File: config.mk
export PLATFORM = sky130hd
export DESIGN_NAME = debug_display
export DESIGN_NICKNAME = d
export VERILOG_FILES = /design/src/rtl/debug_display.sv
export SDC_FILE = /design/constraint.sdc
export NUM_CORES = 1
export LEC_CHECK = 0
export ABC_AREA = 1
export CAP_MARGIN = 5
export CORE_MARGIN = 3
export CORE_UTILIZATION = 29
export CTS_CLUSTER_SIZE = 28
export DETAILED_ROUTE_END_ITERATION = 12
export PLACE_DENSITY = 0.66
export REMOVE_ABC_BUFFERS = 1
export SLEW_MARGIN = 20
export SYNTH_ARGS = -nofsm -noshare
export SYNTH_HDL_FRONTEND = slang
export SYNTH_SLANG_ARGS = --single-unit
File: constraint.sdc
create_clock -name iClock -period 3.9 [get_ports iClock]
set_clock_uncertainty 0.1 [all_clocks]
set_input_delay 0.39 -clock iClock [delete_from_list [all_inputs] [get_ports iClock]]
set_output_delay 0.39 -clock iClock [all_outputs]
set_load 0.01 [all_outputs]
File: src/rtl/debug_display.sv
// Multi-channel probe viewer: selects one of NUM_CH probe words (manual, auto-cycle,
// step, or frozen snapshot) and renders it as active-low hex glyphs on DIGITS 7-segment digits.
module debug_display #(
  parameter int NUM_CH   = 8,
  parameter int WIDTH    = 32,
  parameter int DIGITS   = 8,
  parameter int DWELL    = 50000000,
  parameter int BLANK_LZ = 0
) (
  input  logic                        iClock,
  input  logic                        iReset_n,
  input  logic [NUM_CH*WIDTH-1:0]     iProbe,
  input  logic [$clog2(NUM_CH)-1:0]   iSel,
  input  logic [1:0]                  iMode,
  input  logic                        iStep,
  input  logic                        iCapture,
  output logic [DIGITS*7-1:0]         oHex,
  output logic [$clog2(NUM_CH)-1:0]   oChannel,
  output logic                        oFrozen,
  output logic                        oSwitch
);

  localparam int SW   = $clog2(NUM_CH);
  localparam int CW   = $clog2(DWELL);
  localparam int VW   = DIGITS * 4;
  localparam int NDIG = (WIDTH + 3) / 4;

  typedef enum logic [1:0] {MANUAL, AUTO, STEP, HOLD} mode_t;

  function automatic logic [6:0] glyph(input logic [3:0] nib);
    case (nib)
      4'h0: glyph = 7'h40;  4'h1: glyph = 7'h79;  4'h2: glyph = 7'h24;  4'h3: glyph = 7'h30;
      4'h4: glyph = 7'h19;  4'h5: glyph = 7'h12;  4'h6: glyph = 7'h02;  4'h7: glyph = 7'h78;
      4'h8: glyph = 7'h00;  4'h9: glyph = 7'h10;  4'hA: glyph = 7'h08;  4'hB: glyph = 7'h03;
      4'hC: glyph = 7'h46;  4'hD: glyph = 7'h21;  4'hE: glyph = 7'h06;  default: glyph = 7'h0E;
    endcase
  endfunction

  // Walk digits top-down so leading-zero blanking knows whether a nonzero nibble sits above.
  function automatic logic [DIGITS*7-1:0] encode(input logic [WIDTH-1:0] v);
    logic [VW+WIDTH-1:0] wide;
    logic [VW-1:0]       ext;
    logic [3:0]          nib;
    logic                seen;
    logic [DIGITS*7-1:0] res;
    wide = {{VW{1'b0}}, v};
    ext  = wide[VW-1:0];
    seen = 1'b0;
    res  = '1;
    for (int d = DIGITS - 1; d >= 0; d--) begin
      nib = ext[d*4 +: 4];
      if (nib != 4'd0) seen = 1'b1;
      if (d < NDIG && (BLANK_LZ == 0 || seen || d == 0)) res[d*7 +: 7] = glyph(nib);
      else res[d*7 +: 7] = 7'h7F;
    end
    return res;
  endfunction

  function automatic logic [DIGITS*7-1:0] reset_hex();
    logic [DIGITS*7-1:0] res;
    for (int d = 0; d < DIGITS; d++)
      res[d*7 +: 7] = (d == 0 || BLANK_LZ == 0) ? 7'h40 : 7'h7F;
    return res;
  endfunction

  localparam logic [DIGITS*7-1:0] RST_HEX = reset_hex();

  logic [WIDTH-1:0] chan [NUM_CH];
  for (genvar k = 0; k < NUM_CH; k++) begin : g_chan
    assign chan[k] = iProbe[k*WIDTH +: WIDTH];
  end

  mode_t            mode, mode_q;
  logic [SW-1:0]    idx, idx_n;
  logic [CW-1:0]    cnt, cnt_n, cnt_base;
  logic [WIDTH-1:0] snap, snap_n, disp;
  logic [31:0]      sel_ext;
  logic             step_q, cap_q, step_edge, cap_edge, mode_chg, advance;

  assign mode     = mode_t'(iMode);
  assign sel_ext  = 32'(iSel);
  assign oChannel = idx;

  always_comb begin
    mode_chg  = (mode != mode_q);
    step_edge = iStep & ~step_q;
    cap_edge  = iCapture & ~cap_q;
    cnt_base  = mode_chg ? '0 : cnt;
    idx_n     = idx;
    cnt_n     = '0;
    snap_n    = snap;
    advance   = 1'b0;
    unique case (mode)
      MANUAL: idx_n = (sel_ext >= 32'(NUM_CH)) ? SW'(NUM_CH - 1) : iSel;
      AUTO: begin
        if (cnt_base == CW'(DWELL - 1)) advance = 1'b1;
        else cnt_n = cnt_base + 1'b1;
      end
      STEP: advance = step_edge;
      HOLD: if (mode_chg || cap_edge) snap_n = chan[idx];
    endcase
    if (advance) idx_n = (idx == SW'(NUM_CH - 1)) ? '0 : idx + 1'b1;
    // Display follows the next index so oHex and oChannel update on the same edge.
    disp = (mode == HOLD) ? snap_n : chan[idx_n];
  end

  always_ff @(posedge iClock or negedge iReset_n) begin
    if (!iReset_n) begin
      idx     <= '0;
      cnt     <= '0;
      snap    <= '0;
      step_q  <= 1'b0;
      cap_q   <= 1'b0;
      mode_q  <= MANUAL;
      oFrozen <= 1'b0;
      oSwitch <= 1'b0;
      oHex    <= RST_HEX;
    end else begin
      idx     <= idx_n;
      cnt     <= cnt_n;
      snap    <= snap_n;
      step_q  <= iStep;
      cap_q   <= iCapture;
      mode_q  <= mode;
      oFrozen <= (mode == HOLD);
      oSwitch <= (idx_n != idx);
      oHex    <= encode(disp);
    end
  end

endmodule

# Word level (Yosys, flattened, before mapping)
# Memories as Yosys holds them, arrays and structs flattened. A register that Yosys moved wholly into a read port is not among the register bits.
# Index checks and enable logic that the tools add are counted.
word_totals:
  regBits: 67
  rom_bits: 896
  inputBits: 265
  output_inout_bits: 61
  n_memories: 8
classes:
  add_sub_neg: 2
  n_lt_le_gt_ge: 3
  n_eq_ne: 7
  muxes: 18
  n_bitwise: 6
  n_reduce_logical: 10
memory_table:
  columns: ["memory", "depth", "word_bits", "rd", "rd_clocked_by_memory_dff", "write_ports", "line_no", "text"]
  rows:
  - ["(no name shown)", 16, 7, 1, 1, 0, "31", "case (nib)"]
  - ["(no name shown)", 16, 7, 1, 1, 0, "31", null]
  - ["(no name shown)", 16, 7, 1, 1, 0, "31", null]
  - ["(no name shown)", 16, 7, 1, 1, 0, "31", null]
  - ["(no name shown)", 16, 7, 1, 1, 0, "31", null]
  - ["(no name shown)", 16, 7, 1, 1, 0, "31", null]
  - ["+2 memories", null, null, null, null, null, null, null]
ops:
  columns: ["op", "count"]
  rows:
  - ["32-bit two-way mux", 7]
  - ["32-bit binary-select mux with 3-bit select", 2]
  - ["26-bit two-way mux", 3]
  - ["26-bit by 1-bit adder with 26-bit output, second input constant", 1]
  - ["26-bit equality test, second input constant", 1]
  - ["3-bit two-way mux", 4]
  - ["4-bit >= comparator, second input constant", 2]
  - ["1-bit logical NOT", 8]
  - ["3-bit inverter with 4-bit output", 2]
  - ["2-bit equality test, second input constant", 2]
  - ["3-bit by 4-bit >= comparator with 1-bit output, second input constant", 1]
  - ["3-bit by 1-bit adder with 3-bit output, second input constant", 1]
  - ["3-bit equality test, second input constant", 1]
  - ["3-bit != test", 1]
  - ["1-bit bitwise AND", 2]
  - ["2-bit by 1-bit equality test with 1-bit output, second input constant", 1]
  - ["2-bit logical NOT", 1]
  - ["2-bit != test", 1]
  - ["1-bit inverter", 2]
  - ["1-bit one-hot mux with 2 select lines", 1]
  - ["1-bit logical OR", 1]
  - ["1-bit two-way mux", 1]

# Logic depth before layout (Yosys ltp)
depth:
  word_depth: 11
  mapped_depth: 29

# Least setup slack after synthesis
# No wires, ideal clock.
synth_path:
  path_type: "input port to flip-flop"
  start: "input port iMode[0]"
  end: "register oHex[52]"
  setup_time_ns: 0.076
  arrival_ns: 3.516
  setup_slack_ns: 0.208
  path_stages: 25
  n_path_buf: 4
  cell_sequence: "xnor2_2 > nand2_2 > buf_2 > buf_1 > nor2_1 > ha_1 > nand3_2 > nor2_1 > nand3_2 > nand2_4 > nand2_4 > nand2_2 > nand2_2 > buf_4 > buf_4 > nand2_1 > nand3_1 > nand3_1 > nand3_1 > nand2_1 > inv_1 > ha_1 > nand2_1 > nand2_1 > o21ai_1"
synth_between:
  elab_chain_cells: 11
synth_rtl:
  columns: ["element", "line_no", "text"]
  rows:
  - ["start, declared", "14", "input logic [1:0] iMode,"]
  - ["2-bit != test", "85", "mode_chg = (mode != mode_q);"]
  - ["26-bit two-way mux", "88", "cnt_base = mode_chg ? '0 : cnt;"]
  - ["26-bit equality test", "96", "if (cnt_base == CW'(DWELL - 1)) advance = 1'b1;"]
  - ["1-bit two-way mux", "96", null]
  - ["1-bit one-hot mux with 2 select lines", "93", "unique case (mode)"]
  - ["3-bit two-way mux", "102", "if (advance) idx_n = (idx == SW'(NUM_CH - 1)) ? '0 : idx + 1'b1;"]
  - ["3-bit inverter with 4-bit output (not written as such)", "104", "disp = (mode == HOLD) ? snap_n : chan[idx_n];"]
  - ["32-bit binary-select mux with 3-bit select", "104", null]
  - ["32-bit two-way mux (not written as such) (2 in a row)", "104", null]
  - ["32-bit two-way mux *", "104", null]
  - ["end, declared", "17", "output logic [DIGITS*7-1:0] oHex,"]
# Every way passes the cells marked *; elsewhere a longest branch is shown, timed or not. The select of a mux whose other input is x is not followed.

# Final worst setup path
layout_path:
  start: "input port iMode[0]"
  end: "register oHex[16]"
# Same word-level chain as after synthesis.

==> summary.txt <==
Placed cells -> 2906
Max Freq -> 280.8 MHz
Minimum clock period -> 3.561 ns
CTS max path bufs -> 2
Final period util -> 0.9130
Initial antenna violation count -> 4
Final WL -> 53400 µm
GPL Wtd Cong -> 0.9090
Hold Vio Cnt, Final -> 0
Post-DP HPWL -> 39270 µm
Yosys reg bits -> 123
Cells after Synth -> 2077
Synth unique cells -> 44
Largest net degree at the start of global routing -> 123
RSZ-0062 raised after global routing -> false
DRT iter0 DRCs -> 1163
DRC -> 0
CTS tree -> built
Critical Path AT -> 3.74 ns
Top cell type's share of synthesized area -> 0.2303
Fin. max-slew vios -> 0
Final antenna-violating net count -> 0
Cell Area, Synth -> 12490 µm²
Layout filler cell count -> 4438
Row Count -> 75
Crit end category -> flop
Critical Path Start Type -> input pin
Max_slew headroom -> 0.4130
Via density per instance -> 5.171
Grt ovf -> 0
Final number of setup-violating endpoints -> 0
Post-synthesis sequential area ratio -> 0.2472
CP Data Required Time -> 4.08 ns
Clock Tree Root -> clkbuf_16
Clock Latency Late Sink -> 0.43 ns
GRT Overall Usage -> 0.2297
CTS buffer count -> 17
Synthesized area per cell -> 6.015 µm²
Core Box Area -> 42230 µm²
Worst Path Max Fanout -> 15
CTS Sinks -> 123
P_leak -> 8.430 nW
Largest cells by area after synthesis -> dfrtp_1 23%, nand2_1 18%, nand3_1 13%
Synthesis Warnings -> 0
IO Port Bufs -> 325
Initial Util -> 0.2959
Vias post-DR -> 15200
Io pins -> 326
Die area -> 45610 µm²
Layout area overhead -> 38.21%
Power per Cell Area -> 436.3 nW/µm²
Die span in x -> 213.6 µm
Area leader, netlist -> dfrtp_1
H-tree levels -> 4
Post-DR wirelength/cell -> 18.16 µm
First drt pass iteration count -> 7
Outcome -> finished, final reports clean
Share of layout cells above drive strength 1 -> 0.08000
Die height -> 213.6 µm
Setup CP Type -> in -> reg
First-pass GRT wire length -> 81540 µm
Non-Filler Instances -> 2940
VDD IR max -> 248.1 µV
Max_cap viols -> 0
Worst Hold Class -> in -> reg
Vias in the first global route -> 14900
Clock transition at path regs -> 0.06 ns
Final Power -> 0.007534 W
Pin slew with the least headroom to its limit -> 0.8805 ns
Nets -> 2707
flip-flops by register name, indices dropped and copies added, names as in the netlist:
signal	cells
mode_q	2
step_q	1
oFrozen	1
oHex	56
cap_q	1
snap	32
cnt	26
oChannel	3
oSwitch	1
per-layer routing:
layer / wire (µm) / GRT usage
met1: 21990 / 0.2931
met2: 25170 / 0.3845
met3: 4216 / 0.04243
met4: 1985 / 0.09412
met5: 35 / 0
cell type report:
class                      count  area (µm²)  share of cell area
multi-input combinational   1535        7652              0.4432
timing repair buffer         416        4165              0.2412
sequential                   123        3094              0.1792
inverter                     294        1106             0.06406
tap                          539       674.4             0.03906
clock buffer                  22       454.2             0.02630
clock inverter                10       117.6            0.006812
antenna                        1       2.502           0.0001449
final timing paths:
path                            from  depth (start not counted)  slack (ns)  endpoint
setup / recovery            iMode[0]                         24        0.34  oHex[16]
hold / removal              iCapture                          1        0.35     cap_q
setup reg to reg           mode_q[0]                         23        0.41  oHex[16]
hold reg to reg             snap[23]                          2        0.38  snap[23]
max in group asynchronous   iReset_n                          3        2.29  oHex[13]
min in group asynchronous   iReset_n                          2        0.50  snap[21]
kinds of logic after synthesis:
group	share of synthesized area
and+or+nand+nor	0.3837
buffers and inverters	0.1428
AOI/OAI and AO/OA	0.1552
DFF	0.2472
adders and majority gates	0.05508
xor gates and xnor gates	0.01602
cell usage in the layout, fill, tap and decap left out, types with 2 or more instances in the layout:
master,count
nand2_1,600
o21ai_0,184
a22o_1,4
nor3_1,5
buf_4,72
bufinv_16,2
nand4_1,18
clkinv_2,4
nor4_1,5
clkbuf_16,17
nand3_2,15
clkdlybuf4s50_1,324
o21a_1,4
xnor2_1,8
clkinvlp_4,4
o31ai_1,4
inv_2,14
o21ai_1,26
o221ai_1,2
inv_1,277
ha_1,54
a21oi_1,130
buf_12,18
nand3b_1,9
clkbuf_1,4
dfrtp_1,112
nand2_2,14
xor2_1,13
nor2_1,90
a31oi_1,4
o311ai_0,4
dfrtp_2,2
dfstp_2,8
nand3_1,320
nand2_4,7
nor2_2,2
o21ai_4,3
synth_stat cells:
cell type / instances
nand2_1: 601
nand3_1: 320
inv_1: 278
o21ai_0: 185
a21oi_1: 130
dfrtp_1: 115
nor2_1: 91
clkbuf_1: 60
ha_1: 55
o21ai_1: 26
buf_2: 25
buf_4: 20
nand4_1: 18
nand3_2: 15
buf_6: 14
nand2_2: 14
inv_2: 13
xor2_1: 13
nand3b_1: 9
dfstp_2: 8
xnor2_1: 8
buf_1: 6
nand2_4: 6
nor3_1: 5
nor4_1: 5
a22o_1: 4
a31oi_1: 4
o21a_1: 4
o311ai_0: 4
o31ai_1: 4
clkinv_1: 3
o221ai_1: 2
a221oi_1: 1
a311o_1: 1
a311oi_1: 1
nand3_4: 1
nor2_2: 1
nor2_4: 1
nor3_2: 1
nor3b_1: 1
o211ai_1: 1
o21ai_2: 1
o21ai_4: 1
xnor2_2: 1
where the power goes:
group	total, W	internal, W	switching [W]	leakage (nW)
registers	0.00183	0.00166	0.000174	1.55
logic	0.00409	0.00171	0.00238	6.62
clock network	0.00161	0.000958	0.000648	0.267
stage by stage:
| stage | setup TNS [ns] | cell area [µm²] | hold slack [ns] | utilization | setup slack (ns) |
|---|---|---|---|---|---|
| 4_1_cts | 0 | 17260 | 0.3182 | 0.4087 | 0.3476 |
| 5_1_grt | 0 | 17270 | 0.3532 | 0.4089 | 0.05464 |
| 3_3_place_gp | -0.02170 | 16680 | 0.3593 | 0.3949 | -0.01705 |
| 3_5_place_dp | -0.7107 | 16680 | 0.3611 | 0.3949 | -0.1028 |
| 6_report | 0 | 17270 | 0.3483 | 0.4089 | 0.3392 |
| 2_1_floorplan | -208.91 | 11810 | -0.005591 | - | -3.306 |
critical path: stages:
cell and delay, ns:
clkdlybuf4s50_1 0.46, xnor2_2 0.22, nand2_2 0.11, nor2_1 0.14, ha_1 0.21, nand3_2 0.10, nor2_2 0.15, nand3_2 0.11
nand2_4 0.13, nand2_4 0.10, nand2_2 0.09, nand2_4 0.07, inv_2 0.13, buf_12 0.17, nand3_1 0.09, nand2_1 0.08
nand2_1 0.06, nand2_1 0.06, nand2_1 0.05, nand2_1 0.18, ha_1 0.31, inv_1 0.08, nand3_1 0.09, o21ai_0 0.13
repair_timing:
action	CTS	global route
gates resized for setup	0	2
endpoints found under the setup margin	0	1
endpoints found under the hold margin	52	0
hold buffers	1	0
buffers inserted	0	0
Note: power is estimated with default switching activity, not from simulation.
